File: config.mk
export PLATFORM = sky130hd
export DESIGN_NAME = sub_serial
export DESIGN_NICKNAME = d
export VERILOG_FILES = /design/src/rtl/proc_pkg.sv /design/src/rtl/digit_sub.sv /design/src/rtl/sub_serial.sv
export SDC_FILE = /design/constraint.sdc
export NUM_CORES = 1
export LEC_CHECK = 0
export BUFFER_PORTS_ARGS = -buffer_cell sky130_fd_sc_hd__buf_2
export CAP_MARGIN = 10
export CORE_ASPECT_RATIO = 0.7
export CORE_UTILIZATION = 57
export CTS_BUF_LIST = sky130_fd_sc_hd__clkbuf_8
export DETAILED_ROUTE_END_ITERATION = 16
export GPL_TIMING_DRIVEN = 0
export PLACE_DENSITY = 0.89
export SLEW_MARGIN = 20
export SYNTH_ARGS = -nofsm -noshare
export SYNTH_HDL_FRONTEND = slang
export SYNTH_HIERARCHICAL = 1
export SYNTH_SLANG_ARGS = --single-unit
export TNS_END_PERCENT = 50
File: constraint.sdc
create_clock -name clk -period 5.7 [get_ports clk]
set_input_delay 0.285 -clock clk [delete_from_list [all_inputs] [get_ports clk]]
set_output_delay 0.285 -clock clk [all_outputs]
set_load 0.03 [all_outputs]
File: src/rtl/proc_pkg.sv
// proc_pkg: shared definitions for the filter datapath.
//   state_t     - sequencing states of the digit-serial arithmetic blocks
//   DEF_WIDTH   - default operand width (also used by the adder bench and filter top)
//   DEF_DIGIT   - default digit size for digit-serial blocks
package proc_pkg;

    typedef enum logic [1:0] {
        IDLE = 2'd0,
        RUN  = 2'd1,
        DONE = 2'd2
    } state_t;

    localparam int DEF_WIDTH = 32;
    localparam int DEF_DIGIT = 4;

endpackage

File: src/rtl/digit_sub.sv
// digit_sub: combinational DIGIT-bit subtract with borrow chain.
//   a, b  - digit operands
//   bin   - borrow in from the less significant digit
//   d     - a - b - bin, modulo 2^DIGIT
//   bout  - borrow out to the next digit
module digit_sub #(
    parameter int DIGIT = 4
) (
    input  logic [DIGIT-1:0] a,
    input  logic [DIGIT-1:0] b,
    input  logic             bin,
    output logic [DIGIT-1:0] d,
    output logic             bout
);

    logic [DIGIT:0] full;

    // The extra top bit of a zero-extended subtraction is the borrow.
    assign full = {1'b0, a} - {1'b0, b} - {{DIGIT{1'b0}}, bin};
    assign d    = full[DIGIT-1:0];
    assign bout = full[DIGIT];

endmodule

File: src/rtl/sub_serial.sv
// sub_serial: digit-serial subtractor, diff = opA - opB modulo 2^WIDTH,
// one DIGIT-bit slice per clock, valid/ready on both sides.
//   clk, rst_n           - clock, async active-low reset
//   in_valid/in_ready    - operand handshake (ready only in IDLE)
//   opA, opB             - minuend, subtrahend (captured on acceptance)
//   out_valid/out_ready  - result handshake (valid only in DONE)
//   diff, borrow, zero, ovf - registered result and flags
//
// state | meaning
// IDLE  | waiting for operands, in_ready = 1
// RUN   | processing slice cnt, one slice per clock
// DONE  | result held, out_valid = 1 until out_ready
//
// DIGIT must divide WIDTH.
module sub_serial
    import proc_pkg::*;
#(
    parameter int WIDTH = DEF_WIDTH,
    parameter int DIGIT = DEF_DIGIT
) (
    input  logic             clk,
    input  logic             rst_n,
    input  logic             in_valid,
    output logic             in_ready,
    input  logic [WIDTH-1:0] opA,
    input  logic [WIDTH-1:0] opB,
    output logic             out_valid,
    input  logic             out_ready,
    output logic [WIDTH-1:0] diff,
    output logic             borrow,
    output logic             zero,
    output logic             ovf
);

    localparam int N  = WIDTH / DIGIT;
    localparam int CW = (N > 1) ? $clog2(N) : 1;

    state_t             state;
    logic [WIDTH-1:0]   a_q;
    logic [WIDTH-1:0]   b_q;
    logic [CW-1:0]      cnt;
    logic               bin;

    logic [DIGIT-1:0]   sa;
    logic [DIGIT-1:0]   sb;
    logic [DIGIT-1:0]   sd;
    logic               sbo;
    logic [WIDTH-1:0]   diff_nx;
    logic               last;

    always_comb begin
        sa      = a_q[int'(cnt)*DIGIT +: DIGIT];
        sb      = b_q[int'(cnt)*DIGIT +: DIGIT];
        diff_nx = diff;
        diff_nx[int'(cnt)*DIGIT +: DIGIT] = sd;
        last    = (cnt == CW'(N-1));
    end

    digit_sub #(.DIGIT(DIGIT)) u_digit_sub (
        .a    (sa),
        .b    (sb),
        .bin  (bin),
        .d    (sd),
        .bout (sbo)
    );

    always_ff @(posedge clk or negedge rst_n) begin
        if (!rst_n) begin
            state     <= IDLE;
            a_q       <= '0;
            b_q       <= '0;
            cnt       <= '0;
            bin       <= 1'b0;
            diff      <= '0;
            borrow    <= 1'b0;
            zero      <= 1'b0;
            ovf       <= 1'b0;
            in_ready  <= 1'b1;
            out_valid <= 1'b0;
        end else begin
            case (state)
                IDLE: begin
                    if (in_valid) begin
                        a_q      <= opA;
                        b_q      <= opB;
                        cnt      <= '0;
                        bin      <= 1'b0;
                        in_ready <= 1'b0;
                        state    <= RUN;
                    end
                end
                RUN: begin
                    diff <= diff_nx;
                    bin  <= sbo;
                    cnt  <= cnt + CW'(1);
                    if (last) begin
                        // Flags come from the fully assembled result, including this slice.
                        borrow    <= sbo;
                        zero      <= (diff_nx == '0);
                        ovf       <= (a_q[WIDTH-1] != b_q[WIDTH-1]) &&
                                     (diff_nx[WIDTH-1] != a_q[WIDTH-1]);
                        out_valid <= 1'b1;
                        state     <= DONE;
                    end
                end
                DONE: begin
                    if (out_ready) begin
                        out_valid <= 1'b0;
                        in_ready  <= 1'b1;
                        state     <= IDLE;
                    end
                end
                default: begin
                    state     <= IDLE;
                    in_ready  <= 1'b1;
                    out_valid <= 1'b0;
                end
            endcase
        end
    end

endmodule

==> flow_metrics.tcl <==
set metrics [dict create \
    outcome "finished, final reports clean" \
    clock_sink_count 107 \
    boundaryPins 105 \
    synth_enable_flop_cells 0 \
    slew_headroom 0.532 \
    period_minus_slack_ps 5010 \
    synth_top_flop_cell "sky130_fd_sc_hd__dfrtp_1" \
    final_hold_viol_count 0 \
    type_of_the_setup_path_with_the_least_slack "reg2reg" \
    drcViolationCount 0 \
    end_kind "register" \
    synthesis.area_per_instance_um2 12.1 \
    die_area_mm2 0.00977 \
    gp_congestion 0.897 \
    syn_inst 440 \
    post_layout_nonfiller_instances 686 \
    die_w_um 118 \
    gr-max-usage-layer "met2" \
    most_numerous_cell_in_the_yosys_netlist "sky130_fd_sc_hd__dfrtp_1" \
    cts.repair_timing.setup_buffer_count 0 \
    detailedRoute.firstPassIterationCount 7 \
    total_neg_setup_slack_ps 0 \
    ctsLongestPathBuffers 2 \
    floorplan.initialDensity 0.589 \
    detailedRoute.firstIterationViolations 345 \
    floorplan.rows 29 \
    synthesis.yosys.warnings 6 \
    critical_path.startpoint_type "register" \
    antenna-diode-count 0 \
    detailed_place_hpwl_um 9400 \
    ys_ff_latch 107 \
    worstPathRequired_ps 5990 \
    grt_util_met3 0.0714 \
    vias 4059 \
    post_synth_main_area_contributors "sky130_fd_sc_hd__dfrtp_1 50%, sky130_fd_sc_hd__mux2_2 16%, sky130_fd_sc_hd__mux4_2 6.7%" \
    global_route.usage.total 0.276 \
    min_delay_path_depth 2 \
    final_min_period_over_clock_period 0.880 \
    route.detailed.vias_per_inst 5.92 \
    first_global_vias 4196 \
    post_synth_instance_area_mm2 0.00534 \
    sum_of_routed_wire_length_over_all_layers_um 12500 \
    path_clk_slew_ps 100 \
    antenna_left 0 \
    timing.critical_path.fanout_max 10 \
    post_synth_most_frequent_cells "106 x sky130_fd_sc_hd__dfrtp_1, 78 x sky130_fd_sc_hd__mux2_2, 64 x sky130_fd_sc_hd__nand2_1" \
    syn_to_final_growth_pct 17.5 \
    synth_sequential_area_ratio 0.502 \
    globalRouteMet1Util 0.378 \
    num-nets-final 638 \
    final-max-slew-violation-count 0 \
    synth_cell_type_count 59 \
    final_setup_skew_ps 11.4 \
    tightestPinTransition_ps 702 \
    core_mm2 0.00907 \
    final_layout_size_suffix_gt1_frac 0.427 \
    numPortBuffers 104 \
    fp.dieH_um 83.0 \
    worst_path_arrival_time_ps 5300 \
    async_reset_ff_frac 1.00 \
    hold_path_class "in2reg" \
    grt_setup_unrepaired "no" \
    cell_at_the_root_of_the_clock_tree "sky130_fd_sc_hd__clkbuf_8" \
    yosys.area.top_type "sky130_fd_sc_hd__dfrtp_1" \
    max_freq_mhz 199 \
    placedInstanceArea_mm2 0.00605 \
    reg2regPathDepth 17 \
    layout.filler_cells 636 \
    area_taken_by_flip_flops_and_latches_mm2 0.00268 \
    cts_max_level 3 \
    placedCellCount 669 \
    grt_util_met2 0.432 \
    grt_max_degree 64 \
    setup_violations 0 \
    numCtsBuffers 9 \
    maxCapViolCount 0 \
    routed_wire_length_per_instance_um 18.2 \
    grt_overflow 0 \
    synth_fp_nets 521 \
    multi_input_gate_area_mm2 0.00249 \
    final_cell_area_mm2 0.00627 \
    tritoncts "done" \
    worstSkewPairLatency_ps 380 \
    antenna_violations_before_repair 0 \
    grt_pass1_wl_um 20800 \
    synthDominantCellAreaShare 0.497 \
]
-- layout make-up --
| type | count | area share |
|---|---|---|
| Buffer | 19 | 0.0168 |
| Clock inverter | 4 | 0.00778 |
| Multi-Input combinational cell | 297 | 0.397 |
| Sequential cell | 107 | 0.427 |
| Inverter | 17 | 0.0102 |
| Clock buffer | 12 | 0.0263 |
| Tap cell | 124 | 0.0247 |
| Timing Repair Buffer | 106 | 0.0899 |
-- state kept, by name (all words and copies together) (netlist names), 2 cells and up --
name and count:
state 2, diff 32, a_q 32, b_q 32, cnt 3
-- through the flow --
stage	worst slack [ps]	util	hold slack [ps]
3_3_place_gp	841	0.663	478
4_1_cts	691	0.692	111
3_5_place_dp	717	0.667	234
2_1_floorplan	1440	-	-10.6
5_1_grt	437	0.692	113
6_report	686	0.692	129
-- cells by family (layout without fill, tap and decap cells) --
logic type / Yosys count / in the layout / share of synthesized area
compound gates: 52 / 52 / 0.0647
flops: 107 / 107 / 0.502
xor+xnor: 4 / 4 / 0.00656
fa+ha+maj: 13 / 13 / 0.0333
simple gates: 133 / 133 / 0.128
mux: 95 / 95 / 0.234
buf+inv: 36 / 158 / 0.0316
-- repair_timing --
action | in CTS | in global routing
endpoints found under the hold margin | 44 | 0
gates resized for setup | 0 | 0
hold buffers | 1 | 0
-- placed cells by master (no fill, tap or decap), drive strengths merged, types with 2 or more instances in the layout --
master,Yosys,routed
buf,10,115
dfrtp,106,106
mux2,78,78
nand2,64,64
o21ai,28,28
clkbuf,9,21
inv,16,17
mux4,16,16
nor2,13,13
ha,11,11
nor3,10,10
a21oi,7,7
nor2b,6,6
nor4,6,6
nand3,6,6
xor2,4,4
nand2b,4,4
a31oi,3,3
and2,3,3
and3,3,3
or3b,2,2
and2b,2,2
a211oi,2,2
o21bai,2,2
or4,2,2
nand3b,2,2
o31ai,2,2
clkinvlp,0,2
fa,2,2
a2111oi,2,2
-- metal layers --
metal  part of all wire  wire length [µm]
met1               0.44              5530
met2               0.47              5910
met3              0.073               910
met4              0.012               145
met5                  0                 0
-- critical path: stages, from the launching register on --
cell and delay [ps]:
sky130_fd_sc_hd__dfrtp_1 380, sky130_fd_sc_hd__clkbuf_1 550, sky130_fd_sc_hd__clkbuf_1 580, sky130_fd_sc_hd__mux4_2 430
sky130_fd_sc_hd__nand2_1 100, sky130_fd_sc_hd__nand2_1 80, sky130_fd_sc_hd__fa_1 580, sky130_fd_sc_hd__inv_1 50
sky130_fd_sc_hd__ha_1 170, sky130_fd_sc_hd__o21ai_0 190, sky130_fd_sc_hd__nand3b_1 130, sky130_fd_sc_hd__xor2_1 170
sky130_fd_sc_hd__buf_6 150, sky130_fd_sc_hd__or4_1 500, sky130_fd_sc_hd__and3_4 200, sky130_fd_sc_hd__a2111oi_4 200
sky130_fd_sc_hd__nand4b_1 150, sky130_fd_sc_hd__o41ai_2 310
-- worst paths after layout --
path,to,slack (ps),startpoint
max reg2reg,zero,690,cnt[1]
min,b_q[31],130,opB[31]
min reg2reg,zero,500,zero
max in group asynchronous,in_ready,4630,rst_n
min in group asynchronous,diff[11],390,rst_n
max,zero,690,cnt[1]
Power is not shown: default switching activity piles up to over one toggle a cycle in this logic, so the estimate is an artifact.
